## src/rtl/chunked_serial_adder_if.sv

```systemverilog
// Handshake bundle for chunked_serial_adder.
// Covers the operand side (in_*) and the result side (out_*).
interface chunked_serial_adder_if #(
  parameter int WIDTH = 16
);
  logic             in_valid;
  logic             in_ready;
  logic [WIDTH-1:0] a;
  logic [WIDTH-1:0] b;
  logic             cin;
  logic             sub;
  logic             out_valid;
  logic             out_ready;
  logic [WIDTH-1:0] sum;
  logic             cout;
  logic             ovf;
  logic             busy;

  modport master (
    output in_valid, a, b, cin, sub, out_ready,
    input  in_ready, out_valid, sum, cout, ovf, busy
  );

  modport slave (
    input  in_valid, a, b, cin, sub, out_ready,
    output in_ready, out_valid, sum, cout, ovf, busy
  );
endinterface

```

## src/rtl/chunked_serial_adder.sv

```systemverilog
// Multi-cycle adder/subtractor: adds a WIDTH-bit operand pair CHUNK bits per clock,
// with a registered carry between chunks and valid/ready handshakes on both sides.
module chunked_serial_adder #(
  parameter int WIDTH = 16,
  parameter int CHUNK = 4
) (
  input  logic                   clk,
  input  logic                   rst_n,
  chunked_serial_adder_if.slave  bus
);

  localparam int NCHUNK = WIDTH / CHUNK;
  localparam int CW     = (NCHUNK > 1) ? $clog2(NCHUNK) : 1;
  localparam int NSLOT  = 1 << CW;
  localparam logic [CW-1:0] LAST = CW'(NCHUNK - 1);

  if (WIDTH < 1 || CHUNK < 1 || CHUNK > WIDTH || (WIDTH % CHUNK) != 0) begin : g_bad_param
    $error("chunked_serial_adder: CHUNK must divide WIDTH with 1 <= CHUNK <= WIDTH");
  end

  typedef enum logic [1:0] {IDLE, RUN, DONE} state_t;

  state_t               state;
  state_t               state_n;
  logic [WIDTH-1:0]     a_r;
  logic [WIDTH-1:0]     b_r;
  logic                 carry;
  logic [CW-1:0]        cnt;
  logic                 cout_r;
  logic                 ovf_r;
  logic [CHUNK-1:0]     sum_ch [NSLOT];
  logic [CHUNK-1:0]     a_ch   [NSLOT];
  logic [CHUNK-1:0]     b_ch   [NSLOT];
  logic [WIDTH-1:0]     sum_flat;
  logic [CHUNK+1:0]     cres;

  // Returns {signed-overflow, carry-out, CHUNK-bit sum}. The carry into the chunk MSB
  // is recovered from the MSB sum bit, so CHUNK=1 needs no special case.
  function automatic logic [CHUNK+1:0] chunk_add(input logic [CHUNK-1:0] x,
                                                 input logic [CHUNK-1:0] y,
                                                 input logic             c);
    logic [CHUNK:0] t;
    logic           cmsb;
    t    = {1'b0, x} + {1'b0, y} + {{CHUNK{1'b0}}, c};
    cmsb = t[CHUNK-1] ^ x[CHUNK-1] ^ y[CHUNK-1];
    return {cmsb ^ t[CHUNK], t};
  endfunction

  // Slot view of the operand and result registers; spare slots exist only so that
  // the counter width exactly matches the array index width.
  for (genvar j = 0; j < NSLOT; j++) begin : g_slot
    if (j < NCHUNK) begin : g_used
      assign a_ch[j] = a_r[j*CHUNK +: CHUNK];
      assign b_ch[j] = b_r[j*CHUNK +: CHUNK];
      assign sum_flat[j*CHUNK +: CHUNK] = sum_ch[j];
    end else begin : g_spare
      assign a_ch[j] = '0;
      assign b_ch[j] = '0;
    end
  end

  assign cres     = chunk_add(a_ch[cnt], b_ch[cnt], carry);
  assign bus.sum  = sum_flat;
  assign bus.cout = cout_r;
  assign bus.ovf  = ovf_r;

  always_ff @(posedge clk or negedge rst_n) begin
    if (!rst_n) state <= IDLE;
    else        state <= state_n;
  end

  always_comb begin
    state_n       = state;
    bus.in_ready  = 1'b0;
    bus.out_valid = 1'b0;
    bus.busy      = 1'b0;
    unique case (state)
      IDLE: begin
        bus.in_ready = 1'b1;
        if (bus.in_valid) state_n = RUN;
      end
      RUN: begin
        bus.busy = 1'b1;
        if (cnt == LAST) state_n = DONE;
      end
      DONE: begin
        bus.busy      = 1'b1;
        bus.out_valid = 1'b1;
        if (bus.out_ready) state_n = IDLE;
      end
      default: state_n = IDLE;
    endcase
  end

  // Operand capture in IDLE, one chunk per cycle in RUN; everything holds in DONE.
  always_ff @(posedge clk or negedge rst_n) begin
    if (!rst_n) begin
      a_r    <= '0;
      b_r    <= '0;
      carry  <= 1'b0;
      cnt    <= '0;
      cout_r <= 1'b0;
      ovf_r  <= 1'b0;
      for (int j = 0; j < NSLOT; j++) sum_ch[j] <= '0;
    end else if (state == IDLE && bus.in_valid) begin
      a_r   <= bus.a;
      b_r   <= bus.sub ? ~bus.b : bus.b;
      carry <= bus.sub | bus.cin;
      cnt   <= '0;
      for (int j = 0; j < NSLOT; j++) sum_ch[j] <= '0;
    end else if (state == RUN) begin
      sum_ch[cnt] <= cres[CHUNK-1:0];
      carry       <= cres[CHUNK];
      if (cnt == LAST) begin
        cout_r <= cres[CHUNK];
        ovf_r  <= cres[CHUNK+1];
      end else begin
        cnt <= cnt + CW'(1);
      end
    end
  end

endmodule

```

## src/flat_wrapper.sv

```systemverilog
// flat-port wrapper written by rule: the top's interface ports become plain ports
module chunked_serial_adder_flat 
#(
  parameter int WIDTH = 16,
  parameter int CHUNK = 4
)
  (clk, rst_n, bus_in_valid, bus_a, bus_b, bus_cin, bus_sub, bus_out_ready, bus_in_ready, bus_out_valid, bus_sum, bus_cout, bus_ovf, bus_busy);
  chunked_serial_adder_if #(.WIDTH(WIDTH)) bus_i ();
  input  logic clk;
  input  logic rst_n;
  input wire logic [$bits(bus_i.in_valid)-1:0] bus_in_valid;
  input wire logic [$bits(bus_i.a)-1:0] bus_a;
  input wire logic [$bits(bus_i.b)-1:0] bus_b;
  input wire logic [$bits(bus_i.cin)-1:0] bus_cin;
  input wire logic [$bits(bus_i.sub)-1:0] bus_sub;
  input wire logic [$bits(bus_i.out_ready)-1:0] bus_out_ready;
  output wire logic [$bits(bus_i.in_ready)-1:0] bus_in_ready;
  output wire logic [$bits(bus_i.out_valid)-1:0] bus_out_valid;
  output wire logic [$bits(bus_i.sum)-1:0] bus_sum;
  output wire logic [$bits(bus_i.cout)-1:0] bus_cout;
  output wire logic [$bits(bus_i.ovf)-1:0] bus_ovf;
  output wire logic [$bits(bus_i.busy)-1:0] bus_busy;
  assign bus_i.in_valid = bus_in_valid;
  assign bus_i.a = bus_a;
  assign bus_i.b = bus_b;
  assign bus_i.cin = bus_cin;
  assign bus_i.sub = bus_sub;
  assign bus_i.out_ready = bus_out_ready;
  assign bus_in_ready = bus_i.in_ready;
  assign bus_out_valid = bus_i.out_valid;
  assign bus_sum = bus_i.sum;
  assign bus_cout = bus_i.cout;
  assign bus_ovf = bus_i.ovf;
  assign bus_busy = bus_i.busy;
  chunked_serial_adder #(.WIDTH(WIDTH), .CHUNK(CHUNK)) u_core (.clk(clk), .rst_n(rst_n), .bus(bus_i));
endmodule
```

## config.mk

```make
export PLATFORM = sky130hd
export DESIGN_NAME = chunked_serial_adder_flat
export DESIGN_NICKNAME = d
export VERILOG_FILES = /design/src/rtl/chunked_serial_adder_if.sv /design/src/rtl/chunked_serial_adder.sv /design/src/flat_wrapper.sv
export SDC_FILE = /design/constraint.sdc
export NUM_CORES = 1
export LEC_CHECK = 0
export ABC_AREA = 1
export BUFFER_PORTS_ARGS = -buffer_cell sky130_fd_sc_hd__clkbuf_2
export CAP_MARGIN = 20
export CELL_PAD_IN_SITES_DETAIL_PLACEMENT = 1
export CELL_PAD_IN_SITES_GLOBAL_PLACEMENT = 2
export CORE_ASPECT_RATIO = 2
export CORE_UTILIZATION = 32
export CTS_CLUSTER_DIAMETER = 120
export DETAILED_ROUTE_END_ITERATION = 8
export PLACE_DENSITY = 0.83
export SYNTH_ARGS = -nofsm -noshare
export SYNTH_HDL_FRONTEND = slang
export SYNTH_SLANG_ARGS = --single-unit
```

## constraint.sdc

```tcl
create_clock -name clk -period 2.67 [get_ports clk]
set_input_delay 0.534 -clock clk [delete_from_list [all_inputs] [get_ports clk]]
set_output_delay 0.534 -clock clk [all_outputs]
set_load 0.05 [all_outputs]
```

**After elaboration in Yosys (flattened, before gate mapping)**

Index checks and enable logic that the tools add are counted.

- Add/subtract/negate cells: 3
- $mul: 0
- Divide/modulo/power cells: 0
- $lt $le $gt $ge: 2
- Equality and inequality tests: 7
- Shift operators: 0
- Multiplexer cells: 24
- Bitwise operators: 7
- Reduce and logical (&&, ||, !) cells: 8

Operators with widths:

| cell | count |
|---|---|
| two-way mux 16 bit | 3 |
| two-way mux 4 bit | 5 |
| binary-select mux 4 bit (select 2 bit) | 2 |
| bitwise mux 16 bit | 1 |
| inverter 16 bit | 1 |
| two-way mux 2 bit | 6 |
| demux 4 bit (select 2 bit) | 1 |
| inequality test 2 bit (second input constant) | 3 |
| one-hot mux 2 bit (3 select lines) | 1 |
| AND reduction 3 bit | 2 |
| adder 4 x 4 -> 5 bit | 1 |
| adder 5 x 1 -> 5 bit | 1 |
| two-way mux 1 bit | 5 |
| == test 2 bit (second input constant) | 2 |
| >= comparator 3 bit (second input constant) | 1 |
| < comparator 3 x 1 -> 1 bit (second input constant) | 1 |
| inverter 2 -> 3 bit | 1 |
| bitwise XOR 1 bit | 3 |
| adder 2 x 1 -> 2 bit (second input constant) | 1 |
| == test 2 x 1 -> 1 bit (second input constant) | 1 |
| logical AND 1 bit | 2 |
| zero test 2 bit | 1 |
| inequality test 2 x 1 -> 1 bit (second input constant) | 1 |
| AND reduction 2 bit | 1 |
| 4 further kinds | 4 |

- Bits in registers: 55
- Bits in latches: 0
- Bits in writable memories: 0
- ROM bits: 0
- Bits of input ports: 38
- Output and inout port bits: 21
- Memories: 0

**Longest topological paths before layout**

Gate-level depths: netlist of the first run.

- Depth after elaboration: 9
- Mapped depth: 16
- Gate-level depth less buffers: 15

**Worst setup path before layout of the first run**

OpenSTA, ideal clock, no wires.

- Kind: register to register
- Start: register u_core.cnt[0]
- End: register u_core.ovf_r (netlist: u_core.bus.ovf)
- Setup time: 118 ps
- Data arrival time: 2,215 ps
- Required time: 2,552 ps
- Setup slack: 338 ps
- Cell stages (with the launch flop): 17
- Path buffers: 2
- Clock period less this slack: 2,332 ps
- Cells stage by stage: dfrtp_1 -> buf_6 -> inv_8 -> buf_2 -> nor2_1 -> o22ai_1 -> fa_1 -> inv_1 -> fa_1 -> nor2_1 -> inv_1 -> nand2_2 -> nand3_1 -> nand2_1 -> nand2_1 -> nand3_2 -> nand2_1

- Word-level cells in the longest chain between the ends: 9
- Elaborated cells between the ends (all ways): 14

Ends and longest elaborated chain:

| element | RTL line | text |
|---|---|---|
| start, declared | chunked_serial_adder.sv:28 | `logic [CW-1:0] cnt;` |
| start signal, assigned | chunked_serial_adder.sv:118 | `cnt <= cnt + CW'(1);` |
| inverter 2 -> 3 bit (not written as such) | chunked_serial_adder.sv:62 | `assign cres = chunk_add(a_ch[cnt], b_ch[cnt], carry);` |
| binary-select mux 4 bit (select 2 bit) | chunked_serial_adder.sv:62 |  |
| two-way mux 4 bit (not written as such) (2 in a row) | chunked_serial_adder.sv:62 |  |
| adder 4 x 4 -> 5 bit | chunked_serial_adder.sv:44 | `t = {1'b0, x} + {1'b0, y} + {{CHUNK{1'b0}}, c};` |
| adder 5 x 1 -> 5 bit | chunked_serial_adder.sv:44 |  |
| bitwise XOR 1 bit (2 in a row) | chunked_serial_adder.sv:45 | `cmsb = t[CHUNK-1] ^ x[CHUNK-1] ^ y[CHUNK-1];` |
| bitwise XOR 1 bit | chunked_serial_adder.sv:46 | `return {cmsb ^ t[CHUNK], t};` |
| end signal, assigned | chunked_serial_adder.sv:116 | `ovf_r <= cres[CHUNK+1];` |
| end, declared | chunked_serial_adder.sv:30 | `logic ovf_r;` |

Parallel ways exist; a longest one is shown, timed or not. The select of a mux whose other input is x is not followed.
A chain may end at the register's enable or synchronous reset.

**Worst setup path after layout of the first run**

Same ends and word-level chain as after synthesis.

==> results of run 1 <==
-- routing by layer --
layer	global-route usage (%)	vias to the layer above	part of all wire, %
met4	7.143	0	2.7
met1	18.18	1207	39
met2	30.96	44	56
met5	0	-	0
met3	2.209	12	2.6
li1	-	1217	-
-- cells by family (layout without fill, tap and decap cells) --
family / count (synthesis) / after routing / share of synthesized area [%]
simple gates: 162 / 162 / 24.02
compound gates: 59 / 59 / 11.52
flops: 55 / 55 / 47.27
buf+inv: 35 / 93 / 5.973
xor+xnor: 17 / 17 / 5.114
fa+ha+maj: 13 / 13 / 6.102
-- layout by cell type (no fill, tap or decap) --
cell type / netlist / routed
a211oi_1: 1 / 1
a21oi_1: 4 / 4
a32oi_2: 2 / 2
buf_4: 2 / 7
clkbuf_16: 0 / 5
clkbuf_2: 0 / 58
clkinv_2: 0 / 2
dfrtp_1: 55 / 53
dfrtp_2: 0 / 2
fa_1: 2 / 2
ha_1: 11 / 11
inv_1: 15 / 15
inv_2: 4 / 4
inv_6: 0 / 1
inv_8: 1 / 1
nand2_1: 106 / 106
nand2_2: 9 / 9
nand3_1: 28 / 28
nand3_2: 5 / 5
nor2_1: 13 / 13
o21ai_0: 47 / 47
o221ai_2: 1 / 1
o22ai_1: 4 / 4
or2_1: 1 / 1
xnor2_1: 16 / 16
xor2_1: 1 / 1
-- layout make-up --
cell class / instances / area, µm² / share of cell area (%)
repair buffers: 65 / 342.8 / 9.982
well taps: 100 / 125.1 / 3.643
flip-flops and latches: 55 / 1379 / 40.15
clock inverters: 3 / 18.77 / 0.5464
clock buffers: 5 / 125.1 / 3.643
inverters: 20 / 82.58 / 2.404
multi-input cells: 251 / 1361 / 39.64
-- repair_timing --
item | 4_1_cts | 5_1_grt
setup endpoints to repair | 0 | 1
gates resized for setup | 0 | 2
hold buffers | 0 | 0
-- power by group --
part,internal [mW],switching (mW)
combinational,0.931,2.05
sequential,1.19,0.262
clock,0.349,0.313
-- metrics by stage --
stage | area, µm² | std cells | total power [mW]
after floorplan | 2912 | 341 | 3.651
after global placement | 3288 | 491 | 4.413
after detailed placement | 3288 | 491 | 4.517
after CTS | 3432 | 499 | 5.198
after global routing | 3435 | 499 | 5.555
final | 3435 | 499 | 5.099
-- sequential cells by signal, summed over array words and instances, names as in the netlist --
name / cells
u_core.b_r: 16
u_core.bus.sum: 16
u_core.state: 2
u_core.cnt: 2
u_core.bus.cout: 1
u_core.bus.ovf: 1
u_core.a_r: 16
u_core.carry: 1
-- path summary, 6_finish.rpt --
check | endpoint | cells after the start | slack, ps | start
max in group asynchronous | u_core.cnt[1] | 2 | 1840 | rst_n
max | u_core.bus.ovf | 14 | 210 | u_core.cnt[0]
min in group clk | u_core.a_r[9] | 3 | 430 | bus_a[9]
max reg2reg | u_core.bus.ovf | 14 | 210 | u_core.cnt[0]
min reg2reg | u_core.a_r[4] | 2 | 480 | u_core.a_r[4]
min | u_core.a_r[13] | 1 | 170 | rst_n
-- critical path, cell delays in order, from the launching register on --
cell	delay, ps
dfrtp_2	480
buf_4	190
o21ai_0	100
o22ai_1	220
fa_1	260
inv_1	70
fa_1	400
nor2_1	170
inv_1	70
nand2_2	80
nand3_1	90
nand2_1	60
nand2_1	60
nand3_2	60
nand2_1	40
==> impl_metrics.env, run 1 <==
export IMPL_path_clk_slew_ps=70
export IMPL_die_area_um2=9507
export IMPL_syn_inst=341
export IMPL_grt_overflow_total=0
export IMPL_die_w_um=69.45
export IMPL_antennaDiodeCount=0
export IMPL_grt_pass1_vias=2508
export IMPL_fin_setup_tns_ps=0
export IMPL_ys_ff_latch=55
export IMPL_clock_path_buffers=2
export IMPL_die_y_um=136.9
export IMPL_initial_core_util_pct=33.43
export IMPL_finish_utilization_pct=39.44
export IMPL_rsz0062_at_grt="false"
export IMPL_coreArea_um2=8708
export IMPL_hold_class="input pin to async pin"
export IMPL_synth_edff_count=0
export IMPL_grt_max_degree=35
export IMPL_syn_nets=392
export IMPL_clock_latency_ps=300
export IMPL_cts_htree_levels=2
export IMPL_yosys_area_top_type_share_pct=47.27
export IMPL_ys_top_cells_by_area="dfrtp_1 47%, nand2_1 14%, o21ai_0 8.1%"
export IMPL_port_buffers=58
export IMPL_yosysWarnings=0
export IMPL_grt_pass1_wl_um=12310
export IMPL_maxCapViolCount=0
export IMPL_rows=48
export IMPL_setup_violations=0
export IMPL_fillers=1075
export IMPL_yosysSeqAreaShare_pct=47.27
export IMPL_relSlewSlack_pct=60.86
export IMPL_post_cts_setup_buffers=0
export IMPL_synthTopCellsByCount="106 x nand2_1, 55 x dfrtp_1, 47 x o21ai_0"
export IMPL_drtIter0Drc=81
export IMPL_power_density_nw_per_um2=1485
export IMPL_synth_flop_cell="dfrtp_1"
export IMPL_syn_area_um2=2912
export IMPL_irDropWorstVdd_mv=0.5353
export IMPL_synth_distinct_cells=24
export IMPL_tightest_slew_ps=585.0
export IMPL_cts_root_buf="clkbuf_16"
export IMPL_hold_ws_ps=172.4
export IMPL_grt_use_total_pct=16.46
export IMPL_clock_sinks=55
export IMPL_yosys_area_top_type="dfrtp_1"
export IMPL_antenna_left=0
export IMPL_routed_wl_um=7502
export IMPL_num_vias=2480
export IMPL_end_kind="flop"
export IMPL_antenna_found_initial=0
export IMPL_dp_slack_ps=112.7
export IMPL_slew_viol_final=0
export IMPL_cp_arrival_ps=2650
export IMPL_io_pins=59
export IMPL_nets=449
export IMPL_cts_tree="built"
export IMPL_fin_ws_ps=213.5
export IMPL_cp_start_kind="flop"
export IMPL_gp_congestion=0.8846
export IMPL_cts_buffers=5
export IMPL_fin_worst_skew_ps=5.679
export IMPL_route_detailed_drc=0
export IMPL_finalCriticalPeriod_ps=2456
export IMPL_critPathKind="flop to flop"
export IMPL_clock_fmax_ghz=0.4071
export IMPL_dr_pass1_iters=4
export IMPL_leakagePower_nw=1.742
export IMPL_period_share_pct=92.00
export IMPL_cp_max_fo=8
export IMPL_finalHoldViolCount=0
export IMPL_async_flop_share_pct=100.0
export IMPL_layout_drive_gt1_share_pct=24.31
export IMPL_area_growth_pct=17.96
export IMPL_worstPathRequired_ps=2860
export IMPL_synth_most_common_cell="nand2_1"
export IMPL_post_drt_wl_per_cell_um=15.03
export IMPL_syn_mean_instance_area_um2=8.538
export IMPL_place_detailed_hpwl_um=5916
export IMPL_vias_per_cell=4.970
export IMPL_status="finished, final reports clean"
Note: power is estimated with default switching activity, not from simulation.
==> run 2, diff against run 1 <==
- ABC_AREA: 1 -> default
- CORE_UTILIZATION: 32 -> 33
- HOLD_SLACK_MARGIN: default -> 0.08
- PLACE_DENSITY: 0.83 -> default
- PLACE_DENSITY_LB_ADDON: default -> 0.1
==> impl_metrics.env, run 2 <==
export IMPL_cpLargestDelayFamily="compound AO/OA/AOI/OAI gates"
export IMPL_grt_use_met3_pct=3.460
export IMPL_cts_htree_levels=2
export IMPL_die_area_um2=8864
export IMPL_maxCapViolCount=0
export IMPL_fin_area_um2=3425
export IMPL_drtIter0Drc=74
export IMPL_grt_pass1_vias=2383
export IMPL_coreArea_um2=8233
export IMPL_power_switching_mw=2.315
export IMPL_place_detailed_hpwl_um=5528
export IMPL_async_flop_share_pct=100.0
export IMPL_nets=410
export IMPL_cp_start_kind="flop"
export IMPL_critPathKind="flop to flop"
export IMPL_path_buf_inv=1
export IMPL_irDropWorstVdd_mv=0.5393
export IMPL_clkPwrFrac_pct=14.2
export IMPL_grt_use_total_pct=18.13
export IMPL_hold_class="input pin to async pin"
export IMPL_fin_ws_ps=132.2
export IMPL_ys_top_cells_by_area="dfrtp_1 49%, nand2_1 11%, mux4_1 5.6%"
export IMPL_layout_drive_gt1_share_pct=23.89
export IMPL_status="finished, final reports clean"
export IMPL_die_w_um=67.08
export IMPL_syn_nets=346
export IMPL_syn_mean_instance_area_um2=9.475
export IMPL_tightest_slew_ps=636.3
export IMPL_finalHoldViolCount=0
export IMPL_finish_utilization_pct=41.60
export IMPL_swShare_pct=46.73
export IMPL_cts_root_buf="clkbuf_16"
export IMPL_internal_power_mw=2.639
export IMPL_port_buffers=58
export IMPL_comb_power_share_pct=57.4
export IMPL_leakagePower_nw=1.708
export IMPL_routed_wl_um=7156
export IMPL_fin_worst_skew_ps=4.678
export IMPL_gp_congestion=0.8181
export IMPL_syn_area_um2=2795
export IMPL_ys_ff_latch=55
export IMPL_seq_power_share_pct=28.4
export IMPL_grt_overflow_total=0
export IMPL_synth_distinct_cells=28
export IMPL_synth_most_common_cell="nand2_1"
export IMPL_power_density_nw_per_um2=1447
export IMPL_antennaDiodeCount=0
export IMPL_path_clk_slew_ps=70
export IMPL_area_growth_pct=22.52
export IMPL_clock_sinks=55
export IMPL_top_usage_layer="met2"
export IMPL_clock_path_buffers=2
export IMPL_cp_arrival_ps=2720
export IMPL_grt_util_met2_pct=34.17
export IMPL_die_y_um=132.2
export IMPL_vias_per_cell=4.952
export IMPL_dr_pass1_iters=4
export IMPL_end_kind="flop"
export IMPL_cp_max_fo=6
export IMPL_layout_commonest_cell="nand2_1"
export IMPL_io_pins=59
export IMPL_synthTopCellsByCount="80 x nand2_1, 55 x dfrtp_1, 25 x a21oi_1"
export IMPL_final_cell_mix="80 x nand2_1, 58 x clkbuf_2, 54 x dfrtp_1"
export IMPL_placed_cell_area_um2=3261
export IMPL_fillers=996
export IMPL_regArea_um2=1378
export IMPL_grt_max_degree=51
export IMPL_yosys_area_top_type_share_pct=49.24
export IMPL_multi_input_area_um2=1323
export IMPL_cts_tree="built"
export IMPL_worstPathRequired_ps=2850
export IMPL_initial_core_util_pct=33.95
export IMPL_clock_fmax_ghz=0.3940
export IMPL_cp_slowest_cell="mux4_1"
export IMPL_cts_hold_fix_buffers=0
export IMPL_yosysSeqAreaShare_pct=49.24
export IMPL_period_share_pct=95.05
export IMPL_num_vias=2268
export IMPL_rsz0062_at_grt="false"
export IMPL_yosysWarnings=0
export IMPL_antenna_left=0
export IMPL_slew_viol_final=0
export IMPL_antenna_found_initial=0
export IMPL_route_detailed_drc=0
export IMPL_clock_latency_ps=300
export IMPL_dp_slack_ps=-18.30
export IMPL_grt_pass1_wl_um=11840
export IMPL_setup_violations=0
export IMPL_synth_flop_cell="dfrtp_1"
export IMPL_rows=47
export IMPL_syn_inst=295
export IMPL_cp_cell_sequence="buf_4 > mux4_1 > ha_1 > and3_1 > o21ai_0 > a21oi_1 > o211ai_1 > nand3_1"
export IMPL_post_drt_wl_per_cell_um=15.62
export IMPL_cts_buffers=5
export IMPL_finalCriticalPeriod_ps=2538
export IMPL_slowest_delay_ps=570
export IMPL_yosys_area_top_type="dfrtp_1"
export IMPL_synth_edff_count=0
export IMPL_grt_use_met1_pct=18.99
export IMPL_relSlewSlack_pct=57.58
## run 2: changes by cell type in the layout (fill, tap and decap cells not counted), sizes merged, moves of 3 or more
cell,previous run,this run
a21oi,4,25
buf,7,14
clkbuf,63,66
inv,21,10
mux4,0,8
nand2,115,80
nand3,33,12
nor2,13,22
nor3,0,6
o21ai,47,19
o22ai,4,0
## run 2: layout make-up
| cell class | instances | area share [%] |
|---|---|---|
| sequential | 55 | 40.23 |
| multi-input combinational | 215 | 38.62 |
| timing repair buffer | 72 | 11.91 |
| clock buffer | 8 | 4.567 |
| tap | 98 | 3.581 |
| inverter | 10 | 1.096 |
## run 2: power groups by stage
stage	Combinational [mW]	Sequential [mW]	Clock, mW
floorplan	1.63	1.64	0
global placement	2.80	1.41	0
detailed placement	2.86	1.43	0
CTS	2.87	1.42	0.725
global route	3.14	1.46	0.757
finish	2.84	1.41	0.705
## run 2: kinds of logic (layout without fill, tap and decap cells)
group / count (synthesis) / count (layout) / synth area share, %
buffers and inverters: 25 / 90 / 3.671
adder cells (fa/ha/maj): 13 / 13 / 6.356
AO/OA/AOI/OAI: 50 / 50 / 9.580
flip-flops: 55 / 55 / 49.24
XOR/XNOR: 18 / 18 / 5.640
AND/OR/NAND/NOR: 126 / 126 / 18.26
multiplexers: 8 / 8 / 7.251
## run 2: stage by stage
stage	total power [mW]	std cells	setup TNS, ps	hold WS, ps
2_1_floorplan	3.275	295	0	238.4
3_3_place_gp	4.218	450	0	451.5
3_5_place_dp	4.287	450	-18.30	461.9
4_1_cts	5.013	458	0	274.6
5_1_grt	5.363	458	0	297.1
6_report	4.954	458	0	248.7
## run 2: what timing repair did
| action | 4_1_cts | 5_1_grt |
|---|---|---|
| endpoints found under the setup margin | 1 | 6 |
| gates resized for setup | 1 | 4 |
| buffers inserted | 0 | 0 |
## run 2: per-layer routing
layer / vias to the layer above / share of wire (%)
met1: 1113 / 38
li1: 1105 / -
met2: 45 / 58
met5: - / 0
met3: 5 / 3.2
met4: 0 / 1.5
## run 2: worst reg2reg max path, delay by kind of cell (launching register included)
| kind | cells | cell delay [ps] |
|---|---|---|
| and+or+nand+nor | 2 | 320 |
| DFF | 1 | 410 |
| buffers and inverters | 1 | 140 |
| adders and majority gates | 1 | 400 |
| muxes | 1 | 570 |
| AOI/OAI and AO/OA | 3 | 590 |
## run 2: worst paths after layout
check,start,endpoint,slack [ps],cells past startpoint
max,u_core.cnt[0],u_core.bus.ovf,130,8
min,rst_n,u_core.bus.sum[1],250,1
max reg2reg,u_core.cnt[0],u_core.bus.ovf,130,8
min reg2reg,u_core.a_r[3],u_core.a_r[3],470,2
max in group asynchronous,rst_n,u_core.cnt[0],1810,2
min in group clk,bus_a[13],u_core.a_r[13],430,3
